## src/rtl/cnn_pkg.sv

```systemverilog
// Shared CNN datapath types and constants.
// Used by the DOM writer and its result FIFO.
package cnn_pkg;

  localparam int DOM_ADDR_W = 10;
  localparam int DATA_W     = 16;
  localparam int NUM_LAYERS = 4;

  localparam int DEF_LAYER0_BASE = 0;
  localparam int DEF_LAYER1_BASE = 64;
  localparam int DEF_LAYER2_BASE = 128;
  localparam int DEF_LAYER3_BASE = 192;

  typedef logic [1:0] layer_t;

  typedef enum logic [1:0] {
    IDLE,
    RUN,
    DONE
  } dom_wr_state_t;

  typedef struct packed {
    layer_t              layer;
    logic                last;
    logic [DATA_W-1:0]   data;
  } res_t;

  localparam int RES_W = $bits(res_t);

  function automatic logic [DATA_W-1:0] relu(
    input logic [DATA_W-1:0] d
  );
    return d[DATA_W-1] ? '0 : d;
  endfunction

endpackage

```

## src/rtl/dom_fifo.sv

```systemverilog
// Synchronous result FIFO with flush.
// DEPTH must be a power of two (>=2).
module dom_fifo #(
  parameter int DEPTH = 4,
  parameter int W     = 19
) (
  input  logic         clk_i,
  input  logic         rst_i,
  input  logic         flush_i,
  input  logic         push_i,
  input  logic [W-1:0] wdata_i,
  input  logic         pop_i,
  output logic [W-1:0] rdata_o,
  output logic         full_o,
  output logic         empty_o
);

  localparam int AW = $clog2(DEPTH);

  logic [W-1:0]  mem_q [DEPTH];
  logic [AW-1:0] wr_q;
  logic [AW-1:0] wr_d;
  logic [AW-1:0] rd_q;
  logic [AW-1:0] rd_d;
  logic [AW:0]   cnt_q;
  logic [AW:0]   cnt_d;
  logic          push_ok;
  logic          pop_ok;

  assign full_o  = (cnt_q == (AW+1)'(DEPTH));
  assign empty_o = (cnt_q == '0);
  assign rdata_o = mem_q[rd_q];
  assign push_ok = push_i & ~full_o;
  assign pop_ok  = pop_i & ~empty_o;

  always_comb begin
    wr_d  = wr_q;
    rd_d  = rd_q;
    cnt_d = cnt_q;
    if (flush_i) begin
      wr_d  = '0;
      rd_d  = '0;
      cnt_d = '0;
    end else begin
      if (push_ok) wr_d = wr_q + AW'(1);
      if (pop_ok)  rd_d = rd_q + AW'(1);
      cnt_d = cnt_q + (AW+1)'(push_ok)
                    - (AW+1)'(pop_ok);
    end
  end

  always_ff @(posedge clk_i or posedge rst_i) begin
    if (rst_i) begin
      wr_q  <= '0;
      rd_q  <= '0;
      cnt_q <= '0;
    end else begin
      wr_q  <= wr_d;
      rd_q  <= rd_d;
      cnt_q <= cnt_d;
    end
  end

  // Storage needs no reset; pointers define validity.
  always_ff @(posedge clk_i) begin
    if (push_ok && !flush_i) begin
      mem_q[wr_q] <= wdata_i;
    end
  end

endmodule

```

## src/rtl/dom_writer.sv

```systemverilog
// CNN output stage: buffers MAC results and writes them to the DOM.
// Optional DOM_WRITER_RELU_EN clamps negative results to zero.
module dom_writer
  import cnn_pkg::*;
#(
  parameter int FIFO_DEPTH      = 4,
  parameter int WORDS_PER_LAYER = 64,
  parameter int LAYER0_BASE     = DEF_LAYER0_BASE,
  parameter int LAYER1_BASE     = DEF_LAYER1_BASE,
  parameter int LAYER2_BASE     = DEF_LAYER2_BASE,
  parameter int LAYER3_BASE     = DEF_LAYER3_BASE
) (
  input  logic                  clock,
  input  logic                  reset,
  input  logic                  start,
  input  logic                  in_valid,
  output logic                  in_ready,
  input  logic [DATA_W-1:0]     in_data,
  input  logic [1:0]            in_layer,
  input  logic                  in_last,
  input  logic                  dom_grant,
  output logic [DOM_ADDR_W-1:0] dom_address,
  output logic [DATA_W-1:0]     dom_data,
  output logic                  dom_enable,
  output logic                  done,
  output logic                  overflow
);

  localparam logic [DOM_ADDR_W-1:0] OFF_MAX =
    DOM_ADDR_W'(WORDS_PER_LAYER - 1);

  dom_wr_state_t         state_q;
  dom_wr_state_t         state_d;
  logic [DOM_ADDR_W-1:0] off_q [NUM_LAYERS];
  logic [DOM_ADDR_W-1:0] off_d [NUM_LAYERS];
  logic [DOM_ADDR_W-1:0] addr_q;
  logic [DOM_ADDR_W-1:0] addr_d;
  logic [DATA_W-1:0]     data_q;
  logic [DATA_W-1:0]     data_d;
  logic                  en_q;
  logic                  en_d;
  logic                  done_q;
  logic                  done_d;
  logic                  ovf_q;
  logic                  ovf_d;

  res_t                  in_ent;
  res_t                  head;
  logic                  full;
  logic                  empty;
  logic                  run;
  logic                  push;
  logic                  pop;
  logic                  flush;
  logic [DOM_ADDR_W-1:0] base;
  logic [DOM_ADDR_W-1:0] head_off;
  logic [DATA_W-1:0]     wdata;

  assign run      = (state_q == RUN);
  assign in_ready = run & ~full;
  assign push     = in_valid & in_ready;
  assign pop      = run & ~empty & dom_grant;
  // A written last entry ends the run; anything behind it is dropped.
  assign flush    = pop & head.last;

  assign in_ent.layer = in_layer;
  assign in_ent.last  = in_last;
  assign in_ent.data  = in_data;

  dom_fifo #(
    .DEPTH (FIFO_DEPTH),
    .W     (RES_W)
  ) u_fifo (
    .clk_i   (clock),
    .rst_i   (reset),
    .flush_i (flush),
    .push_i  (push),
    .wdata_i (in_ent),
    .pop_i   (pop),
    .rdata_o (head),
    .full_o  (full),
    .empty_o (empty)
  );

  always_comb begin
    base = '0;
    case (head.layer)
      2'd0:    base = DOM_ADDR_W'(LAYER0_BASE);
      2'd1:    base = DOM_ADDR_W'(LAYER1_BASE);
      2'd2:    base = DOM_ADDR_W'(LAYER2_BASE);
      default: base = DOM_ADDR_W'(LAYER3_BASE);
    endcase
  end

  assign head_off = off_q[head.layer];

`ifdef DOM_WRITER_RELU_EN
  assign wdata = relu(head.data);
`else
  assign wdata = head.data;
`endif

  always_comb begin
    state_d = state_q;
    addr_d  = addr_q;
    data_d  = data_q;
    en_d    = 1'b0;
    done_d  = done_q;
    ovf_d   = ovf_q;
    for (int i = 0; i < NUM_LAYERS; i++) begin
      off_d[i] = off_q[i];
    end
    unique case (state_q)
      IDLE, DONE: begin
        if (start) begin
          state_d = RUN;
          done_d  = 1'b0;
          ovf_d   = 1'b0;
          for (int i = 0; i < NUM_LAYERS; i++) begin
            off_d[i] = '0;
          end
        end
      end
      RUN: begin
        if (pop) begin
          en_d   = 1'b1;
          addr_d = base + head_off;
          data_d = wdata;
          if (head_off == OFF_MAX) begin
            off_d[head.layer] = '0;
            ovf_d             = 1'b1;
          end else begin
            off_d[head.layer] = head_off + 1'b1;
          end
          if (head.last) begin
            state_d = DONE;
            done_d  = 1'b1;
          end
        end
      end
      default: state_d = IDLE;
    endcase
  end

  always_ff @(posedge clock or posedge reset) begin
    if (reset) begin
      state_q <= IDLE;
      addr_q  <= '0;
      data_q  <= '0;
      en_q    <= 1'b0;
      done_q  <= 1'b0;
      ovf_q   <= 1'b0;
      for (int i = 0; i < NUM_LAYERS; i++) begin
        off_q[i] <= '0;
      end
    end else begin
      state_q <= state_d;
      addr_q  <= addr_d;
      data_q  <= data_d;
      en_q    <= en_d;
      done_q  <= done_d;
      ovf_q   <= ovf_d;
      for (int i = 0; i < NUM_LAYERS; i++) begin
        off_q[i] <= off_d[i];
      end
    end
  end

  assign dom_address = addr_q;
  assign dom_data    = data_q;
  assign dom_enable  = en_q;
  assign done        = done_q;
  assign overflow    = ovf_q;

endmodule

```

## config.mk

```make
export PLATFORM = sky130hd
export DESIGN_NAME = dom_writer
export DESIGN_NICKNAME = d
export VERILOG_FILES = /design/src/rtl/cnn_pkg.sv /design/src/rtl/dom_fifo.sv /design/src/rtl/dom_writer.sv
export SDC_FILE = /design/constraint.sdc
export NUM_CORES = 1
export LEC_CHECK = 0
export CAP_MARGIN = 40
export CELL_PAD_IN_SITES_DETAIL_PLACEMENT = 0
export CELL_PAD_IN_SITES_GLOBAL_PLACEMENT = 1
export CORE_ASPECT_RATIO = 2
export CORE_MARGIN = 2
export CORE_UTILIZATION = 43
export DETAILED_ROUTE_END_ITERATION = 7
export GPL_TIMING_DRIVEN = 0
export PLACE_DENSITY_LB_ADDON = 0.15
export SYNTH_ARGS = -nofsm -noshare
export SYNTH_HDL_FRONTEND = slang
export SYNTH_SLANG_ARGS = --single-unit
```

## constraint.sdc

```tcl
create_clock -name clock -period 3.24 [get_ports clock]
set_input_delay 0.648 -clock clock [delete_from_list [all_inputs] [get_ports clock]]
set_output_delay 0.648 -clock clock [all_outputs]
set_load 0.02 [all_outputs]
```

* Yosys cells after proc, flatten, opt, wreduce, memory -nomap -nowiden
Memory sizes are Yosys's and may differ from the RTL's. Index checks and enable logic that the tools add are counted.
Cells by class: mux-type cells 31, magnitude comparators 2, add/sub/neg operators 6, equal/unequal tests 10, bitwise logic cells 12, reduce and logical (&&, ||, !) cells 15
Operators by type and width (count):
- 2-to-1 mux 40 bit | 3
- one-hot mux 40 bit (2 select lines) | 1
- bitwise AND 40 bit | 1
- bitwise mux 40 bit | 1
- NOT 40 bit | 1
- 2-to-1 mux 10 bit | 3
- one-hot mux 8 bit (3 select lines) | 1
- binary-select mux 10 bit (select 2 bit) | 1
- demux 10 bit (select 2 bit) | 1
- 2-to-1 mux 2 bit | 7
- adder 10 x 1 -> 10 bit, second input constant | 1
- adder 10 bit | 1
- equality test 10 x 6 -> 1 bit, second input constant | 1
- 2-to-1 mux 1 bit | 9
- AND reduction 4 bit | 2
- bitwise AND 1 bit | 7
- AND reduction 3 bit | 2
- nonzero test 2 bit | 3
- adder 2 x 1 -> 2 bit, second input constant | 2
- equality test 2 x 1 -> 1 bit, second input constant | 2
- equality test 2 bit, second input constant | 2
- zero test 2 bit | 2
- != test 2 x 1 -> 1 bit, second input constant | 2
- != test 2 bit, second input constant | 2
- other kinds (15) | 18
Word-level totals: memories kept 1, bits of input ports 24, register bits after elaboration 78, word-level logic and storage cells 90, output and inout port bits 30, memory bits (writable) 76
Memory list:
- u_fifo.mem_q | words 4, bits a word 19, read ports 1, clocked after Yosys merged registers in 0, write ports 1, RTL line dom_fifo.sv:20 | logic [W-1:0] mem_q [DEPTH];

* Longest topological paths before layout
Gate-level depths: netlist of the first run. An unclocked memory read counts as a cell.
depth in word-level cells 11, depth in mapped cells 14, mapped depth without buffers 11

* By module
Synthesis of the first run repeated with hierarchy kept, for this count alone.
Second synthesis, totals: cells, all modules 408, area, all modules 6387.4 µm²
Modules (own cells, without submodules):
- dom_fifo | sequential area each 2457.4 µm², cells an instance 148, times used 1, area each 3214.3 µm²
- dom_writer | sequential area each 1776.7 µm², cells an instance 260, times used 1, area each 3173.0 µm²

* Worst setup path after synthesis of the first run
Ideal clock, no wire load.
kind reg2reg, start point register u_fifo.rd_q[0], end point register off_q[18] (netlist bit), data arrival time 2967 ps, data required time 3114 ps, setup slack 147 ps, library setup time 126 ps, path buffers 3, clock period less this slack 3093 ps, cell stages (with the launch flop) 13, path through dfrtp_1 buf_6 mux4_2 buf_6 buf_4 mux2i_1 mux2i_2 ha_1 nand2_1 o22ai_1 nand4_1 or2_1 a221o_1
Between the ends: elaborated cells on any way between the ends 18, classes of those cells 1 x add/sub; 2 x order compare; 1 x eq/ne; 9 x mux; 3 x bitwise; 1 x reduce/logical; 1 x memory
RTL lines:
- start, declared | RTL line dom_fifo.sv:23 | logic [AW-1:0] rd_q;
- start signal, assigned | RTL line dom_fifo.sv:59 | rd_q <= rd_d;
- memory (4 x 19 bit) (*)
- NOT 2 -> 3 bit (implied by the code) (*) | RTL line dom_writer.sv:95 | assign head_off = off_q[head.layer];
- binary-select mux 10 bit (select 2 bit) (*) | RTL line dom_writer.sv:95
- 2-to-1 mux 10 bit (implied by the code) (*) (2 in a row) | RTL line dom_writer.sv:95
- named net head_off[0] | RTL line dom_writer.sv:56 | logic [DOM_ADDR_W-1:0] head_off;
- adder 10 x 1 -> 10 bit | RTL line dom_writer.sv:133 | off_d[head.layer] = head_off + 1'b1;
- bitwise mux 40 bit | RTL line dom_writer.sv:133
- 2-to-1 mux 40 bit (*) | RTL line dom_writer.sv:129 | if (head_off == OFF_MAX) begin
- 2-to-1 mux 40 bit (*) | RTL line dom_writer.sv:125 | if (pop) begin
- one-hot mux 40 bit (2 select lines) (*) | RTL line dom_writer.sv:113 | unique case (state_q)
- end signal, assigned by index | RTL line dom_writer.sv:164 | off_q[i] <= off_d[i];
- end, declared | RTL line dom_writer.sv:34 | logic [DOM_ADDR_W-1:0] off_q [NUM_LAYERS];
The timed path passes the listed nets; every way through them passes the cells marked *. The select of a mux whose other input is x is not followed. A chain may end at the register's enable or synchronous reset.

* Worst setup path in the final report of the first run
start point register u_fifo.rd_q[0], end point register off_q[17] (netlist bit)
Between the ends: longest elaborated chain between the ends 11, elaborated cells on any way between the ends 18, classes of those cells 1 x add/sub; 2 x order compare; 1 x eq/ne; 9 x mux; 3 x bitwise; 1 x reduce/logical; 1 x memory
Ends and longest elaborated chain (RTL line):
- memory (4 x 19 bit) (*)
- NOT 2 -> 3 bit (implied by the code) (*) | dom_writer.sv:95, dom_writer.sv:130, dom_writer.sv:133
- parallel branches: the longest is 6 deep, another holds adder 10 x 1 -> 10 bit
- 2-to-1 mux 40 bit (*) | dom_writer.sv:129
- 2-to-1 mux 40 bit (*) | dom_writer.sv:125
- one-hot mux 40 bit (2 select lines) (*) | dom_writer.sv:113
Every way passes the cells marked *. The select of a mux whose other input is x is not followed.

==> results of run 1 <==
cell families after synthesis:
kind of cell / count (synthesis) / share of synthesized area [%]
simple gates: 170 / 11.2
flops: 154 / 63.0
compound gates: 82 / 8.45
mux: 52 / 11.6
buf+inv: 34 / 2.36
fa+ha+maj: 11 / 2.27
xor+xnor: 9 / 1.17
layer usage:
metal | track usage (%) | up-vias | share of wire (%)
li1 | - | 2047 | -
met2 | 37.0 | 112 | 57
met1 | 20.7 | 2211 | 36
met4 | 11.5 | 0 | 4.1
met3 | 4.25 | 36 | 3.4
met5 | 0 | - | 0
Yosys cell counts, drive strengths merged, types with 4 or more instances:
cell / instances / area (um^2)
xnor2: 7 / 61.3
a22o: 8 / 70.1
nor4: 4 / 25.0
o21bai: 4 / 45.0
nand4: 6 / 37.5
nand2: 108 / 405
nand3: 5 / 25.0
nor2: 16 / 60.1
edfxtp: 76 / 2280
o21ai: 32 / 160
inv: 14 / 52.6
o31a: 4 / 35.0
a22oi: 12 / 90.1
mux2i: 31 / 339
mux4: 18 / 405
clkbuf: 9 / 33.8
a221o: 4 / 40.0
dfrtp: 78 / 1950
buf: 11 / 72.6
nor2b: 9 / 56.3
a21oi: 4 / 20.0
and2: 4 / 25.0
a21boi: 4 / 30.0
ha: 9 / 113
final cells by class:
| class | instances | share of cell area (%) |
|---|---|---|
| Sequential cell | 154 | 50.6 |
| Multi-Input combinational cell | 324 | 29.0 |
| Timing Repair Buffer | 71 | 8.95 |
| Clock buffer | 23 | 5.47 |
| Tap cell | 198 | 2.96 |
| Buffer | 18 | 1.43 |
| Clock inverter | 9 | 0.912 |
| Inverter | 14 | 0.717 |
power groups by stage:
stage               Combinational, mW  Clock, mW  Sequential [mW]
floorplan                        1.34          0             2.76
global placement                 2.32          0             2.62
detailed placement               2.45          0             2.63
CTS                              2.52       1.85             2.60
global route                     2.75       1.93             2.63
finish                           2.54       1.82             2.60
path summary, 6_finish.rpt:
| kind | endpoint | slack, ns | depth (start not counted) |
|---|---|---|---|
| max in group asynchronous | dom_address[7] | 2.14 | 3 |
| min in group asynchronous | off_q[0] | 0.51 | 2 |
| worst max register to register | off_q[17] | 0.12 | 8 |
| worst min register to register | dom_address[5] | 0.48 | 2 |
| worst min-delay path | dom_address[5] | 0.48 | 2 |
| worst max-delay path | off_q[17] | 0.12 | 8 |
registers in the layout, summed over array words and instances (netlist names):
register,cells
dom_address,10
dom_data,16
dom_enable,1
done,1
off_q,40
overflow,1
state_q,2
u_fifo.cnt_q,3
u_fifo.mem_q,76
u_fifo.rd_q,2
u_fifo.wr_q,2
critical path, cell delays in order (launching register included):
cell and delay [ns]:
dfrtp_1 0.33, buf_6 0.12, mux4_2 0.56, inv_6 0.13, buf_12 0.16, mux2i_1 0.52, nand4_1 0.54, o21ai_1 0.45
a22oi_1 0.14
timing repair:
item                                    4_1_cts  5_1_grt
gates cloned                                  1        0
endpoints found under the setup margin       35       20
gates resized for setup                      13       11
setup buffers                                 7        0
hold endpoints to repair                      0        0
pin swaps                                     2        0
==> metrics.cfg, run 1 <==
[detailed_routing]
drtIter0Drc = 214
post_drt_wl_per_cell_um = 19.7
vias = 4406
drt_pass1_iterations = 4
via_per_inst = 5.43
totalWireLength_um = 16000
drc = 0
ant_nets = 0

[min_path]
hp-start = dom_address[5]
worstHoldPathType = reg2reg

[status]
outcome = completed

[setup_path]
cp-start-kind = flop
worst_ep_required_time_ns = 3.52
cp_max_fo = 10
timing.rr.start = u_fifo.rd_q[0]
path_class = reg2reg
crit_start = u_fifo.rd_q[0]
cp_data_arrival_time_ns = 3.40
cp-end-kind = flop

[timing]
clock.fmax_ghz = 0.321
fin_ws_ns = 0.121
final_max_slew_viol_count = 0
worstMarginPinSlew_ns = 0.740
clock_skew_ns = 0.00921
period_share_pct = 96.3
fin_crit_ns = 3.12
relSlewSlack_pct = 50.7
rsz0062_at_grt = false
whs_ns = 0.477
finalHoldViolCount = 0
fin_tns_setup_ns = 0
setup_viol_count_final = 0

[synthesis]
async_flop_share_pct = 50.6
synthCells = 512
synth_edf_count = 76
synth_area_um2 = 6720
synth_nets = 547
yosys_warnings = 0
ys_ff_latch = 154
yosysSeqAreaShare_pct = 63.0
yosysUniqueCellTypes = 52
synth-main-ff-cell = dfrtp_1
syn_area_per_cell_um2 = 13.1

[grt]
grt_pass1_wl_um = 25300
grt_max_degree = 64
grt_pass1_vias = 4811
track_usage_pct = 20.2
grt.overflow.total = 0
antenna_found_initial = 0

[power]
power_frac_comb_pct = 36.5
switching_power_mw = 2.38
power_leakage_nw = 3.30
powerDensity_nw_per_um2 = 831
seqPwrFrac_pct = 37.4
p_int_mw = 4.58
peakVddDrop_mv = 0.663
clkPwrFrac_pct = 26.1
swShare_pct = 34.2
power_mw = 6.95

[floorplanning]
die_area_um2 = 16700
dieHeight_um = 181
rows = 64
core_um2 = 15300
initial_core_util_pct = 44.0
ios = 54
die_w_um = 92.4

[final_layout]
num-fill-cells = 1324
fin_area_um2 = 8370
drive_gt1_share_pct = 14.8
diodes = 0
final_common_cell = nand2_1
final_cell_mix = 108 x nand2_1, 78 x dfrtp_1, 76 x edfxtp_1, 53 x clkdlybuf4s50_1, 26 x mux2i_1
final_nets = 635
fin_cells = 811
post-route-util_pct = 54.7
syn2layout_area_growth_pct = 24.5
regArea_um2 = 4230
multi_input_area_um2 = 2420

[clocking]
holdBufCountCts = 0
root_buffer = clkbuf_16
cts_made_buffers = 17
clock_latency_ns = 0.42
clk_pin_slew_ns = 0.06
cts.htree.levels = 4
clock_path_buffers = 2
clock_sinks = 154
cts_tree = done

[placement]
place.gp.congestion = 0.823
detailed_place_hpwl_um = 11400
dpl_worst_slack_ns = -0.665
place_area_um2 = 7660
port_buffers = 53
dp.cells = 773

[job]
max-cap-violations = 0

(Power assumes the default switching activity.)
==> run 2: changes to the inputs <==
--- a/config.mk
+++ b/config.mk
@@ -13,7 +13,7 @@
 export CORE_UTILIZATION = 43
 export DETAILED_ROUTE_END_ITERATION = 7
 export GPL_TIMING_DRIVEN = 0
-export PLACE_DENSITY_LB_ADDON = 0.15
+export PLACE_DENSITY = 0.75
 export SYNTH_ARGS = -nofsm -noshare
 export SYNTH_HDL_FRONTEND = slang
 export SYNTH_SLANG_ARGS = --single-unit
==> metrics.cfg, run 2 (synthesized netlist as in run 1, its figures left out) <==
[final_layout]
fin_cells = 820
final_cell_mix = 108 x nand2_1, 78 x dfrtp_1, 76 x edfxtp_1, 53 x clkdlybuf4s50_1, 25 x mux2i_1
post-route-util_pct = 55.6
regArea_um2 = 4230
syn2layout_area_growth_pct = 26.6
diodes = 0
final_common_cell = nand2_1
fin_area_um2 = 8510
num-fill-cells = 1245
final_nets = 644
drive_gt1_share_pct = 18.0
multi_input_area_um2 = 2450
largest_register_ff_count = 76
largest_register = u_fifo.mem_q

[job]
max-cap-violations = 0

[clocking]
clk_pin_slew_ns = 0.06
cts.htree.levels = 4
clock_sinks = 154
cts_tree = done
clock_path_buffers = 2
holdBufCountCts = 0
cts_made_buffers = 17
clock_latency_ns = 0.43
root_buffer = clkbuf_16

[status]
outcome = completed

[detailed_routing]
totalWireLength_um = 16200
drtIter0Drc = 290
via_per_inst = 5.51
drc = 0
drt_pass1_iterations = 5
vias = 4516
post_drt_wl_per_cell_um = 19.7
ant_nets = 0

[grt]
grt_pass1_vias = 4739
track_usage_pct = 20.5
grt.overflow.total = 0
antenna_found_initial = 0
grt_max_degree = 45
grt_pass1_wl_um = 25600

[timing]
period_share_pct = 96.8
finalHoldViolCount = 0
whs_ns = 0.471
clock_skew_ns = 0.00724
clock.fmax_ghz = 0.319
fin_crit_ns = 3.14
setup_viol_count_final = 0
worstMarginPinSlew_ns = 0.737
final_max_slew_viol_count = 0
relSlewSlack_pct = 50.9

[placement]
place.gp.congestion = 0.871
port_buffers = 53
dp.cells = 773
detailed_place_hpwl_um = 11100
place_area_um2 = 7680

[setup_path]
worst_ep_required_time_ns = 3.54
cp_data_arrival_time_ns = 3.43
path_class = reg2reg
cp-start-kind = flop
cp_max_fo = 19
cp-end-kind = flop

[floorplanning]
die_w_um = 92.4
rows = 64
ios = 54
core_um2 = 15300
initial_core_util_pct = 44.0
dieHeight_um = 181
die_area_um2 = 16700

[power]
peakVddDrop_mv = 0.518
power_mw = 7.15
clkPwrFrac_pct = 26.3
power_leakage_nw = 3.37
switching_power_mw = 2.48
swShare_pct = 34.7
power_frac_comb_pct = 37.2
powerDensity_nw_per_um2 = 840
p_int_mw = 4.66
seqPwrFrac_pct = 36.4

[min_path]
worstHoldPathType = reg2reg

-- run 2: cell count changes in the layout (fill, tap and decap cells not counted), moves of 2 or more --
cell      previous run  this run
a22oi_1             12         9
a22oi_2              0         3
buf_4                9        18
clkbuf_1            12         6
clkinv_2             4         2
clkinv_4             0         5
-- run 2: worst paths after layout --
| check | from | endpoint | slack, ns | cells past startpoint |
|---|---|---|---|---|
| worst min-delay path | dom_address[6] | dom_address[6] | 0.47 | 2 |
| worst max register to register | u_fifo.rd_q[0] | off_q[17] | 0.10 | 13 |
| worst max-delay path | u_fifo.rd_q[0] | off_q[17] | 0.10 | 13 |
| min in group asynchronous | reset | dom_data[6] | 0.61 | 2 |
| max in group asynchronous | reset | u_fifo.cnt_q[2] | 2.02 | 3 |
| worst min register to register | dom_address[6] | dom_address[6] | 0.47 | 2 |
-- run 2: stage by stage --
stage / setup TNS [ns] / setup slack [ns]
global route: -0.0495 / -0.0264
floorplan: 0 / 0.147
global placement: -103.06 / -0.756
CTS: 0 / 0.0298
detailed placement: -14.75 / -0.596
finish: 0 / 0.103
-- run 2: cell type report --
type	count	area share (%)
plain buffers	18	1.43
clock buffers	18	5.16
clock inverters	14	1.44
inverters	14	0.706
multi-input cells	324	28.8
flip-flops and latches	154	49.8
well taps	198	2.91
repair buffers	80	9.82
-- run 2: power groups by stage --
stage	clock network, mW	logic (mW)	registers (mW)
2_1_floorplan	0	1.34	2.76
3_5_place_dp	0	2.45	2.63
4_1_cts	1.92	2.55	2.60
5_1_grt	2.00	2.86	2.64
3_3_place_gp	0	2.31	2.62
6_report	1.88	2.66	2.60
-- run 2: layer usage --
layer	GRT usage (%)	share of wire (%)	wire length [um]
met4	10.0	3.9	628
met5	0	0	0
met2	37.1	56	9140
met1	22.0	36	5750
met3	4.80	4.1	662
-- run 2: worst max-delay path, cell delays in order (launching register included) --
cell      delay, ns
dfrtp_1        0.35
buf_6          0.12
mux4_2         0.55
buf_12         0.19
mux2i_2        0.18
mux2i_4        0.21
ha_2           0.23
nand2_1        0.06
o22ai_2        0.19
nand4_1        0.14
buf_6          0.19
buf_6          0.16
o21bai_4       0.28
a22oi_2        0.13
-- run 2: timing repair --
item | 4_1_cts | 5_1_grt
pin swaps | 4 | 3
setup endpoints to repair | 33 | 31
buffers inserted | 6 | 11
gates resized for setup | 17 | 16
cloned | 0 | 0
